--- src/rtl/mips_pkg.sv ---
// Shared definitions for the MIPS pipeline: syscall codes and the
// write-back run/halt state encoding.
package mips_pkg;

  localparam logic [31:0] SYS_EXIT      = 32'd10;
  localparam logic [31:0] SYS_PRINT_HEX = 32'd34;

  typedef enum logic {
    RUN  = 1'b0,
    HALT = 1'b1
  } state_e;

endpackage

--- src/rtl/seg_scan.sv ---
// Time-multiplexed 8-digit hex scanner: a free-running divider steps the
// digit index, which selects the active-low anode and the displayed nibble.
module seg_scan #(
  parameter int SCAN_DIV = 16
) (
  input  logic        clk,
  input  logic        rst_n,
  input  logic [31:0] value,
  output logic [7:0]  seg_an,
  output logic [3:0]  seg_digit
);

  logic [SCAN_DIV-1:0] div_q, div_d;
  logic [2:0]          idx_q, idx_d;

  always_comb begin
    div_d = div_q + 1'b1;
    idx_d = idx_q;
    if (&div_q) begin
      idx_d = idx_q + 3'd1;
    end
  end

  always_ff @(posedge clk or negedge rst_n) begin
    if (!rst_n) begin
      div_q <= '0;
      idx_q <= 3'd0;
    end else begin
      div_q <= div_d;
      idx_q <= idx_d;
    end
  end

  assign seg_an    = ~(8'b0000_0001 << idx_q);
  assign seg_digit = value[{idx_q, 2'b00} +: 4];

endmodule

--- src/rtl/wb_syscall_unit.sv ---
// Write-back syscall handling (halt/resume, print-hex latch), retirement
// statistics counters and the board hex display scan.
module wb_syscall_unit
  import mips_pkg::*;
#(
  parameter int SCAN_DIV = 16
) (
  input  logic        clk,
  input  logic        rst_n,
  input  logic        wb_valid,
  input  logic        wb_syscall,
  input  logic [31:0] wb_v0,
  input  logic [31:0] wb_a0,
  input  logic        wb_jmp,
  input  logic        wb_br_taken,
  input  logic        go,
  output logic        halt,
  output logic [31:0] disp_value,
  output logic [31:0] cycle_cnt,
  output logic [15:0] jmp_cnt,
  output logic [15:0] br_cnt,
  output logic [7:0]  seg_an,
  output logic [3:0]  seg_digit
);

  state_e      state_q, state_d;
  logic        mask_q, mask_d;
  logic [31:0] disp_q, disp_d;
  logic [31:0] cycle_q, cycle_d;
  logic [15:0] jmp_q, jmp_d;
  logic [15:0] br_q, br_d;
  logic        ev;

  // The instruction frozen in WB during HALT is still there on resume,
  // so the first cycle after resume must ignore it.
  assign ev = wb_valid & ~mask_q;

  always_comb begin
    state_d = state_q;
    mask_d  = 1'b0;
    disp_d  = disp_q;
    cycle_d = cycle_q;
    jmp_d   = jmp_q;
    br_d    = br_q;
    case (state_q)
      RUN: begin
        cycle_d = cycle_q + 32'd1;
        if (ev && wb_jmp)      jmp_d = jmp_q + 16'd1;
        if (ev && wb_br_taken) br_d  = br_q + 16'd1;
        if (ev && wb_syscall && wb_v0 == SYS_PRINT_HEX) disp_d = wb_a0;
        if (ev && wb_syscall && wb_v0 == SYS_EXIT)      state_d = HALT;
      end
      HALT: begin
        if (go) begin
          state_d = RUN;
          mask_d  = 1'b1;
        end
      end
      default: state_d = RUN;
    endcase
  end

  always_ff @(posedge clk or negedge rst_n) begin
    if (!rst_n) begin
      state_q <= RUN;
      mask_q  <= 1'b0;
      disp_q  <= 32'd0;
      cycle_q <= 32'd0;
      jmp_q   <= 16'd0;
      br_q    <= 16'd0;
    end else begin
      state_q <= state_d;
      mask_q  <= mask_d;
      disp_q  <= disp_d;
      cycle_q <= cycle_d;
      jmp_q   <= jmp_d;
      br_q    <= br_d;
    end
  end

  assign halt       = (state_q == HALT);
  assign disp_value = disp_q;
  assign cycle_cnt  = cycle_q;
  assign jmp_cnt    = jmp_q;
  assign br_cnt     = br_q;

  seg_scan #(
    .SCAN_DIV(SCAN_DIV)
  ) u_seg_scan (
    .clk      (clk),
    .rst_n    (rst_n),
    .value    (disp_q),
    .seg_an   (seg_an),
    .seg_digit(seg_digit)
  );

endmodule

--- config.mk ---
export PLATFORM = sky130hd
export DESIGN_NAME = wb_syscall_unit
export DESIGN_NICKNAME = d
export VERILOG_FILES = /design/src/rtl/mips_pkg.sv /design/src/rtl/seg_scan.sv /design/src/rtl/wb_syscall_unit.sv
export SDC_FILE = /design/constraint.sdc
export NUM_CORES = 1
export LEC_CHECK = 0
export CAP_MARGIN = 10
export CORE_MARGIN = 8
export CORE_UTILIZATION = 45
export CTS_CLUSTER_DIAMETER = 50
export DETAILED_ROUTE_END_ITERATION = 8
export HOLD_SLACK_MARGIN = 0.15
export PLACE_DENSITY = 0.83
export SYNTH_ARGS = -nofsm -noshare
export SYNTH_HDL_FRONTEND = slang
export SYNTH_SLANG_ARGS = --single-unit
--- constraint.sdc ---
create_clock -name clk -period 2.05 [get_ports clk]
set_input_delay 0.5125 -clock clk [delete_from_list [all_inputs] [get_ports clk]]
set_output_delay 0.5125 -clock clk [all_outputs]
set_load 0.02 [all_outputs]
==> flow_metrics.tcl, run 1 <==
set metrics [dict create \
    outcome "finished with violations" \
    violations "setup timing" \
    timing.hold.worst.start "br_cnt[15]" \
    grt_remaining_overflow 0 \
    synth_edf_count 0 \
    clock_skew_ns 0.00564 \
    synth-seq-area-share_pct 54.7 \
    clk_root_buffer_cell "sky130_fd_sc_hd__clkbuf_16" \
    antenna_cells_inserted 0 \
    worst-path-max-fanout 5 \
    synth-warning-count 0 \
    synth_area_per_inst_sq_um 12.1 \
    route.final.wire_length_microns 16700 \
    hold_viol 0 \
    area_delta_synth_final_pct 64.3 \
    wire_length_of_the_first_global_routing_pass_microns 25500 \
    clkTransAtPathRegs_ns 0.05 \
    clock_insertion_delay_worst_skew_ns 0.41 \
    fmax_mhz 430 \
    timing.setup.critical_path_class "register to primary output" \
    power_uw 7070 \
    number_of_clock_buffers_inserted_by_tritoncts 17 \
    ys_seq_elements 117 \
    coreArea_sq_mm 0.0118 \
    min-delay-path-class "register to register" \
    synth-main-ff-cell "sky130_fd_sc_hd__dfrtp_1" \
    place_congestion 0.811 \
    fp.dieH_microns 125 \
    finalCritPeriodShare_pct 113 \
    setup-violations-final 10 \
    detailroute.via_count 4449 \
    die_x_microns 125 \
    grt_setup_unrepaired "yes" \
    drt_iter0_markers 216 \
    crit_path_start_kind "register" \
    boundaryPins 180 \
    finalCriticalPeriod_ns 2.33 \
    critical_path_required_ns 1.54 \
    post_layout_nonfiller_instances 850 \
    worst_ir_drop_vdd_mv 0.567 \
    routed_via_density 5.23 \
    multi_input_gate_area_in_the_final_layout_sq_mm 0.00257 \
    startpoint "u_seg_scan.idx_q[0]" \
    synthArstFlopShare_pct 100 \
    drv.max_cap_violation_count 0 \
    layout.cells.most_common "sky130_fd_sc_hd__clkdlybuf4s50_1" \
    total_leakage_power_uw 0.00440 \
    finalWorstSetupSlack_ns -0.276 \
    track_usage_pct 20.5 \
    yosysTopAreaCellShare_pct 54.7 \
    worst_pin_slew_ns 0.502 \
    core.rowCount 40 \
    cp.arrival_ns 1.81 \
    rr_startpoint "halt" \
    post_synth_instance_area_sq_mm 0.00536 \
    avgRoutedWirePerCell_microns 19.6 \
    synthTopCellsByArea "sky130_fd_sc_hd__dfrtp_1 55%, sky130_fd_sc_hd__xnor2_1 8.5%, sky130_fd_sc_hd__mux2_2 6.7%" \
    syn_inst 443 \
    tritoncts_num_sinks 117 \
    final_layout_size_suffix_gt1_share_pct 26.0 \
    power_density_mw_per_mm2 803 \
    antenna_violating_nets_post_route 0 \
    num-nets-final 771 \
    fp.dieArea_sq_mm 0.0157 \
    antenna_found_initial 0 \
    first_pass_iters 4 \
    floorplan.initialDensity_pct 45.3 \
    placed_cells_incl_taps 805 \
    grt_pass1_vias 4818 \
    clock_tree.htree_level_count 4 \
    hpwl_microns 11100 \
    portBuffers 179 \
    clock_tree.buffer_depth 2 \
    ys_types 35 \
    max-slew-margin-rel_pct 66.5 \
    yosysTopAreaCell "sky130_fd_sc_hd__dfrtp_1" \
    filler_cell_count 750 \
    sequential_cell_area_sq_mm 0.00293 \
    maxSlewViolCount 0 \
    grt_start_max_net_pins 69 \
    crit_path_end_kind "primary output" \
    synth.net_count 524 \
    drt_drc_violations_left 0 \
    tritoncts "done" \
    layout.cells.most_common_list "117 x sky130_fd_sc_hd__clkdlybuf4s50_1, 115 x sky130_fd_sc_hd__dfrtp_1, 52 x sky130_fd_sc_hd__xnor2_1, 52 x sky130_fd_sc_hd__buf_4, 37 x sky130_fd_sc_hd__nand2_1" \
]
## registers in the layout (all words and copies together) (netlist names)
register and cells:
mask_q 1, jmp_cnt 16, u_seg_scan.idx_q 3, disp_value 32, br_cnt 16, u_seg_scan.div_q 16, cycle_cnt 32, halt 1
## report_power, final
part	total (uW)	internal, uW	switching, uW
Clock	3220	2160	1060
Combinational	1120	576	544
Sequential	2730	2490	238
## synth_stat cells (2+ instances only)
master and instances:
sky130_fd_sc_hd__buf_2 3, sky130_fd_sc_hd__nor2b_1 2, sky130_fd_sc_hd__nor4_1 8, sky130_fd_sc_hd__inv_1 8, sky130_fd_sc_hd__and3_1 16, sky130_fd_sc_hd__xnor2_1 52
sky130_fd_sc_hd__nor2_1 15, sky130_fd_sc_hd__ha_1 10, sky130_fd_sc_hd__mux2_1 3, sky130_fd_sc_hd__xor2_1 24, sky130_fd_sc_hd__mux2_2 32, sky130_fd_sc_hd__mux4_2 8
sky130_fd_sc_hd__and2_1 5, sky130_fd_sc_hd__clkbuf_1 8, sky130_fd_sc_hd__nand3_1 30, sky130_fd_sc_hd__dfrtp_1 117, sky130_fd_sc_hd__and4_1 7, sky130_fd_sc_hd__nand2b_1 3
sky130_fd_sc_hd__nand2_1 46, sky130_fd_sc_hd__nand4_1 21, sky130_fd_sc_hd__nor3_1 9, sky130_fd_sc_hd__buf_6 3
## logic make-up after synthesis
logic type | after synthesis | share of synthesized area (%)
AND/OR/NAND/NOR | 172 | 17.5
flip-flops | 117 | 54.7
XOR/XNOR | 76 | 12.4
multiplexers | 44 | 10.9
buffers and inverters | 23 | 2.10
adder cells (fa/ha/maj) | 10 | 2.34
AO/OA/AOI/OAI | 1 | 0.0933
## worst paths after layout
kind | endpoint | slack (ns) | depth (start not counted)
min in group asynchronous | disp_value[18] | 0.56 | 2
min | br_cnt[15] | 0.47 | 1
max in group asynchronous | cycle_cnt[2] | 0.81 | 3
min reg2reg | br_cnt[15] | 0.47 | 1
max | seg_digit[0] | -0.28 | 5
max reg2reg | disp_value[20] | 0.21 | 6
## routing by layer
layer	vias up	share of wire [%]	track usage, %
met4	0	3.1	8.02
met5	-	0	0
met2	160	52	35.7
met3	40	6.4	6.93
met1	2208	39	22.6
li1	2041	-	-
## critical path, stage by stage, from the launching register on
cell and delay [ns]:
sky130_fd_sc_hd__dfrtp_2 0.42, sky130_fd_sc_hd__buf_12 0.14, sky130_fd_sc_hd__mux4_2 0.56, sky130_fd_sc_hd__nand2_2 0.10, sky130_fd_sc_hd__nand2_2 0.05, sky130_fd_sc_hd__buf_6 0.12
## repair_timing
action / CTS / global route
gates cloned: 3 / 1
setup buffers: 5 / 5
pin swaps: 16 / 14
resized for setup: 117 / 71
setup endpoints to repair: 47 / 65
hold buffers: 1 / 0
endpoints found under the hold margin: 25 / 0
## area by class of cell
type	count	share of cell area [%]
inverter	9	0.441
timing repair buffer	242	27.6
sequential	117	33.3
clock inverter	11	1.96
tap	147	2.09
multi-input combinational	303	29.2
clock buffer	21	5.46
## per-stage QoR
stage          setup TNS (ns)  instance area, sq um  worst slack (ns)  utilization [%]  hold WS [ns]
2_1_floorplan               0                  5360            0.0200                -         0.217
4_1_cts                 -1.03                  8560            -0.283             72.5         0.472
3_3_place_gp           -16.58                  7660            -0.466             64.9         0.444
5_1_grt                 -2.78                  8800            -0.312             74.5         0.493
6_report                -1.55                  8800            -0.276             74.5         0.471
3_5_place_dp           -21.91                  7660            -0.599             64.9         0.448
(Power assumes the default switching activity.)
==> inputs of run 2 (changes only) <==
ABC_CLOCK_PERIOD_IN_PS = 2050   (was default)
==> results of run 2 <==
The final DEF is identical to that of run 1; final timing and power are the same.
